<file path="src/rtl/lsu_pkg.sv">
// LSU shared definitions: FSM states, access sizes, memory geometry.
// Also hosts the alignment check used at request accept.
package lsu_pkg;

   localparam int DM_AW = 16;

   typedef enum logic [2:0] {
      IDLE,
      READ,
      RMW_RD,
      WRITE,
      RESP
   } state_t;

   typedef enum logic [1:0] {
      SZ_B = 2'b00,
      SZ_H = 2'b01,
      SZ_W = 2'b10,
      SZ_X = 2'b11
   } size_t;

   function automatic logic misaligned(
      input logic [1:0] sz,
      input logic [1:0] a
   );
      logic m;
      m = 1'b0;
      case (sz)
         SZ_B:    m = 1'b0;
         SZ_H:    m = a[0];
         SZ_W:    m = |a;
         default: m = 1'b1;
      endcase
      return m;
   endfunction

endpackage

</file>
<file path="src/rtl/lsu_align.sv">
// Little-endian lane logic: load extract/extend and store merge.
// Purely combinational; offsets are assumed already alignment-checked.
module lsu_align #(
   parameter int XLEN = 32
) (
   input  logic [1:0]      i_size,
   input  logic            i_unsigned,
   input  logic [1:0]      i_off,
   input  logic [XLEN-1:0] i_dm_out,
   input  logic [XLEN-1:0] i_wdata,
   output logic [XLEN-1:0] o_ld_data,
   output logic [XLEN-1:0] o_st_word
);
   import lsu_pkg::*;

   logic [4:0]      w_sh;
   logic [XLEN-1:0] w_rot;
   logic [XLEN-1:0] w_mask;

   always_comb begin
      w_sh      = {i_off, 3'b000};
      w_rot     = i_dm_out >> w_sh;
      o_ld_data = i_dm_out;
      w_mask    = '1;
      case (i_size)
         SZ_B: begin
            o_ld_data = {{(XLEN-8){~i_unsigned & w_rot[7]}},
                         w_rot[7:0]};
            w_mask    = XLEN'(8'hFF) << w_sh;
         end
         SZ_H: begin
            o_ld_data = {{(XLEN-16){~i_unsigned & w_rot[15]}},
                         w_rot[15:0]};
            w_mask    = XLEN'(16'hFFFF) << w_sh;
         end
         default: begin
            o_ld_data = i_dm_out;
            w_mask    = '1;
         end
      endcase
      // Half shift equals byte shift once addr[0] is known zero
      o_st_word = (i_dm_out & ~w_mask) | ((i_wdata << w_sh) & w_mask);
   end

endmodule

</file>
<file path="src/rtl/lsu.sv">
// Load/store unit: single outstanding access to a word-wide data memory.
// Sub-word stores use read-modify-write; misaligned requests error out.
module lsu #(
   parameter int DM_AW = lsu_pkg::DM_AW,
   parameter int XLEN  = 32
) (
   input  logic             clk,
   input  logic             rst,
   input  logic             req_valid,
   output logic             req_ready,
   input  logic             req_we,
   input  logic [1:0]       req_size,
   input  logic             req_unsigned,
   input  logic [XLEN-1:0]  req_addr,
   input  logic [XLEN-1:0]  req_wdata,
   output logic             resp_valid,
   output logic [XLEN-1:0]  resp_rdata,
   output logic             resp_err,
   output logic             DM_enable,
   output logic             DM_write,
   output logic [DM_AW-1:0] DM_address,
   output logic [XLEN-1:0]  DM_in,
   input  logic [XLEN-1:0]  DM_out
);
   import lsu_pkg::*;

   state_t            r_state;
   state_t            w_nxt;
   logic              r_we;
   logic [1:0]        r_size;
   logic              r_uns;
   logic [DM_AW+1:0]  r_addr;
   logic [XLEN-1:0]   r_wdata;
   logic [XLEN-1:0]   r_wbuf;
   logic [XLEN-1:0]   r_rdata;
   logic              r_err;
   logic              w_accept;
   logic              w_mis;
   logic [XLEN-1:0]   w_ld;
   logic [XLEN-1:0]   w_st;
   logic              w_unused;

   // Address bits above the memory window wrap away
   assign w_unused = ^{req_addr[XLEN-1:DM_AW+2], r_we};

   assign w_mis    = misaligned(req_size, req_addr[1:0]);
   assign w_accept = req_valid & req_ready;

   lsu_align #(.XLEN(XLEN)) u_align (
      .i_size     (r_size),
      .i_unsigned (r_uns),
      .i_off      (r_addr[1:0]),
      .i_dm_out   (DM_out),
      .i_wdata    (r_wdata),
      .o_ld_data  (w_ld),
      .o_st_word  (w_st)
   );

   always_comb begin
      w_nxt      = r_state;
      req_ready  = 1'b0;
      resp_valid = 1'b0;
      DM_enable  = 1'b0;
      DM_write   = 1'b0;
      DM_in      = '0;
      DM_address = r_addr[DM_AW+1:2];
      resp_rdata = r_rdata;
      resp_err   = r_err;
      case (r_state)
         IDLE: begin
            req_ready = 1'b1;
            if (w_accept) begin
               if (w_mis)
                  w_nxt = RESP;
               else if (!req_we)
                  w_nxt = READ;
               else if (req_size == SZ_W)
                  w_nxt = WRITE;
               else
                  w_nxt = RMW_RD;
            end
         end
         READ: begin
            DM_enable = 1'b1;
            w_nxt     = RESP;
         end
         RMW_RD: begin
            DM_enable = 1'b1;
            w_nxt     = WRITE;
         end
         WRITE: begin
            DM_enable = 1'b1;
            DM_write  = 1'b1;
            DM_in     = r_wbuf;
            w_nxt     = RESP;
         end
         RESP: begin
            resp_valid = 1'b1;
            w_nxt      = IDLE;
         end
         default: w_nxt = IDLE;
      endcase
   end

   always_ff @(posedge clk or negedge rst) begin
      if (!rst) begin
         r_state <= IDLE;
         r_we    <= 1'b0;
         r_size  <= 2'b00;
         r_uns   <= 1'b0;
         r_addr  <= '0;
         r_wdata <= '0;
         r_wbuf  <= '0;
         r_rdata <= '0;
         r_err   <= 1'b0;
      end else begin
         r_state <= w_nxt;
         if (w_accept) begin
            r_we    <= req_we;
            r_size  <= req_size;
            r_uns   <= req_unsigned;
            r_addr  <= req_addr[DM_AW+1:0];
            r_wdata <= req_wdata;
            if (w_mis) begin
               r_err   <= 1'b1;
               r_rdata <= '0;
            end else if (req_we && req_size == SZ_W) begin
               r_wbuf <= req_wdata;
            end
         end
         case (r_state)
            READ: begin
               r_rdata <= w_ld;
               r_err   <= 1'b0;
            end
            RMW_RD: r_wbuf <= w_st;
            WRITE: begin
               r_rdata <= '0;
               r_err   <= 1'b0;
            end
            default: ;
         endcase
      end
   end

endmodule

</file>
<file path="config.mk">
export PLATFORM = sky130hd
export DESIGN_NAME = lsu
export DESIGN_NICKNAME = d
export VERILOG_FILES = /design/src/rtl/lsu_pkg.sv /design/src/rtl/lsu_align.sv /design/src/rtl/lsu.sv
export SDC_FILE = /design/constraint.sdc
export NUM_CORES = 1
export LEC_CHECK = 0
export CAP_MARGIN = 20
export CORE_UTILIZATION = 54
export DETAILED_ROUTE_END_ITERATION = 10
export PLACE_DENSITY_LB_ADDON = 0.25
export SLEW_MARGIN = 20
export SYNTH_ARGS = -nofsm -noshare
export SYNTH_HDL_FRONTEND = slang
export SYNTH_HIERARCHICAL = 1
export SYNTH_SLANG_ARGS = --single-unit
</file>
<file path="constraint.sdc">
create_clock -name clk -period 5.5 [get_ports clk]
set_input_delay 1.1 -clock clk [delete_from_list [all_inputs] [get_ports clk]]
set_output_delay 1.1 -clock clk [all_outputs]
set_load 0.005 [all_outputs]
</file>
==> results_dict.tcl <==
set metrics [dict create \
    cp_max_fo 36 \
    arrival_ns 2.61 \
    place_congestion 0.9181 \
    synth-seq-area-share_pct 41.04 \
    rr_worst_depth 3 \
    path_clk_slew_ns 0.05 \
    ctsHoldBuffers 0 \
    synth_area_per_cell_um2 7.917 \
    final-max-slew-violation-count 0 \
    ant_nets 0 \
    grt_pass1_wl_mm 37.49 \
    clk_latency_ns 0.42 \
    synth_top_family_by_area "simple AND/OR/NAND/NOR gates" \
    synth.most_common_cell "nand2_1" \
    drt-pass1-iter-count 5 \
    synthToLayoutAreaGrowth_pct 28.62 \
    syn_area_um2 7378 \
    drive_gt1_share_pct 7.722 \
    worstSetupPathType "flop to output port" \
    finalHoldViolations 0 \
    cts_resized 0 \
    post_synth_fa_ha_maj_area_fraction_pct 0 \
    num_vias 7385 \
    fin_worst_skew_ns 0.005511 \
    numCtsBuffers 17 \
    cp-start-kind "flop" \
    p_leak_nw 4.248 \
    finalPower_w 0.005173 \
    hold_path_class "flop to flop" \
    synth-edff-count 0 \
    vias_per_cell 6.029 \
    cp-startpoint "r_state[0]$_DFFE_PN0P_" \
    io_buffer_count 173 \
    die_w_um 118.9 \
    min_period_over_period_pct 67.51 \
    power_frac_seq_pct 31.8 \
    switching_share_pct 41.90 \
    gr-usage-all-layers_pct 34.34 \
    core_um2 13300 \
    die_h_um 118.9 \
    cts_setup_buffers 0 \
    synth_top_cell_by_area "dfrtp_1" \
    rrSetupSlack_ns 2.62 \
    setup_tns_ns 0 \
    tightest_slew_ns 1.011 \
    holdWs_ns 0.4655 \
    comb_power_share_pct 49.0 \
    vdd_drop_max_v 0.0002566 \
    synthTopCellsByCount "nand2_1, dfrtp_1, o21ai_0, and3_1, clkbuf_1" \
    rsz0062_at_grt "false" \
    synthMuxAreaShare_pct 7.258 \
    reg2reg_to "resp_rdata[30]$_DFFE_PN0P_" \
    antenna_found_initial 0 \
    start_util_pct 55.50 \
    nets 1141 \
    yosys-top-cells-area "dfrtp_1, nand2_1, and3_1, o21ai_0, nand3_1" \
    syn_nets 1035 \
    period_minus_slack_ns 3.713 \
    clock_power_share_pct 19.2 \
    synth_xor_area_share_pct 0 \
    async_flop_share_pct 100.0 \
    drt_iter0_markers 763 \
    outcome "complete, no violations" \
    stdcell_area_um2 9490 \
    crit_path_end_kind "output port" \
    wl_per_cell_um 19.26 \
    maxSlewHeadroom_pct 32.38 \
    hpwl_mm 15.60 \
    antenna_cells 0 \
    ys_ff_latch 121 \
    synth_ff_type "dfrtp_1" \
    dieArea_um2 14130 \
    io_pins 188 \
    wl_mm 23.59 \
    synth_top_area_share_pct 41.04 \
    cts_tree "built" \
    cts.sinks 121 \
    grt-ovfl-total 0 \
    htreeDepth 4 \
    drc 0 \
    switching_power_w 0.002168 \
    p_int_w 0.003006 \
    placementRows 42 \
    grt_pass1_vias 6909 \
    grt_max_degree 86 \
    place_area_um2 8957 \
    synth-simple-area-share_pct 28.01 \
    required_ns 4.40 \
    power.density_nw_per_um2 545.1 \
    worstReg2RegStart "r_state[1]$_DFFE_PN0P_" \
    worstHoldPathCells 2 \
    ys_types 47 \
    finalSetupViolations 0 \
    clock.fmax_mhz 269.3 \
    clock-root-buffer "clkbuf_16" \
    clockBufferDepth 2 \
    drv_cap 0 \
    cp-endpoint "DM_in[27]" \
    synth_compound_area_share_pct 16.26 \
    yosys_warnings 6 \
    syn_inst 932 \
]
[layout make-up]
| type | count | area, um2 |
|---|---|---|
| inverters | 7 | 26.28 |
| clock inverters | 3 | 15.01 |
| clock buffers | 27 | 503.0 |
| repair buffers | 188 | 1869 |
| multi-input cells | 703 | 3827 |
| fillers | 1092 | 3805 |
| well taps | 176 | 220.2 |
| flip-flops and latches | 121 | 3029 |
[power groups by stage]
stage	Clock (W)	Combinational, W	Sequential, W
6_report	0.000991	0.00253	0.00165
5_1_grt	0.00103	0.00278	0.00169
3_3_place_gp	0	0.00237	0.00165
4_1_cts	0.000996	0.00246	0.00165
3_5_place_dp	0	0.00244	0.00166
2_1_floorplan	0	0.00184	0.00149
[kinds of logic after synthesis]
group | Yosys count
AO/OA/AOI/OAI | 192
buffers and inverters | 108
flip-flops | 121
AND/OR/NAND/NOR | 461
multiplexers | 50
[registers in the layout, indices dropped and copies added (netlist names)]
register    cells
resp_err        1
r_uns           1
r_wdata        32
r_size          2
resp_rdata     32
r_state         3
r_wbuf         32
r_addr         18
[layer usage]
| metal | track usage, % | vias to the layer above | part of all wire, % |
|---|---|---|---|
| met2 | 52.89 | 463 | 46 |
| met3 | 6.705 | 78 | 9.2 |
| li1 | - | 3395 | - |
| met4 | 17.56 | 0 | 3.9 |
| met1 | 46.15 | 3449 | 41 |
| met5 | 0 | - | 0 |
[per-stage QoR]
step | util (%) | worst slack [ns] | cells
final | 71.38 | 1.787 | 1225
after global routing | 71.38 | 1.651 | 1225
after CTS | 71.27 | 1.692 | 1224
after detailed placement | 67.37 | 1.670 | 1194
after global placement | 67.17 | 1.688 | 1193
after floorplan | - | 3.091 | 932
[worst max-delay path, stage by stage (launching register included)]
cell	delay, ns
dfrtp_1	0.54
nor2b_4	0.65
buf_16	0.26
and3_1	0.22
clkdlybuf4s50_1	0.51
[how the worst min path moves through the flow]
stage / endpoint / startpoint / slack, ns
floorplan: r_wdata[24]$_DFFE_PN0P_ / r_wdata[24]$_DFFE_PN0P_ / 0.44
global placement: r_wdata[25]$_DFFE_PN0P_ / r_wdata[25]$_DFFE_PN0P_ / 0.45
detailed placement: r_wdata[27]$_DFFE_PN0P_ / r_wdata[27]$_DFFE_PN0P_ / 0.45
CTS: r_wdata[27]$_DFFE_PN0P_ / r_wdata[27]$_DFFE_PN0P_ / 0.47
global route: r_addr[9]$_DFFE_PN0P_ / r_addr[9]$_DFFE_PN0P_ / 0.50
finish: r_wdata[30]$_DFFE_PN0P_ / r_wdata[30]$_DFFE_PN0P_ / 0.47
[cells in the final DEF (no fill, tap or decap), types with 2 or more instances in the layout]
cell type / count
a211oi_1: 10
a21oi_1: 31
a221oi_1: 7
a31oi_1: 15
and3_1: 64
buf_4: 14
clkbuf_1: 6
clkbuf_16: 17
clkbuf_8: 4
clkdlybuf4s50_1: 172
clkinv_1: 2
clkinv_2: 3
dfrtp_1: 120
inv_1: 3
inv_2: 2
mux2_2: 22
mux2i_1: 26
mux2i_2: 2
nand2_1: 292
nand3_1: 53
nor2_1: 26
nor2b_1: 9
nor2b_4: 2
nor3_4: 3
o211ai_1: 19
o21ai_0: 65
o21ai_1: 8
o31ai_1: 28
or2_2: 2
Note: power is estimated with default switching activity, not from simulation.
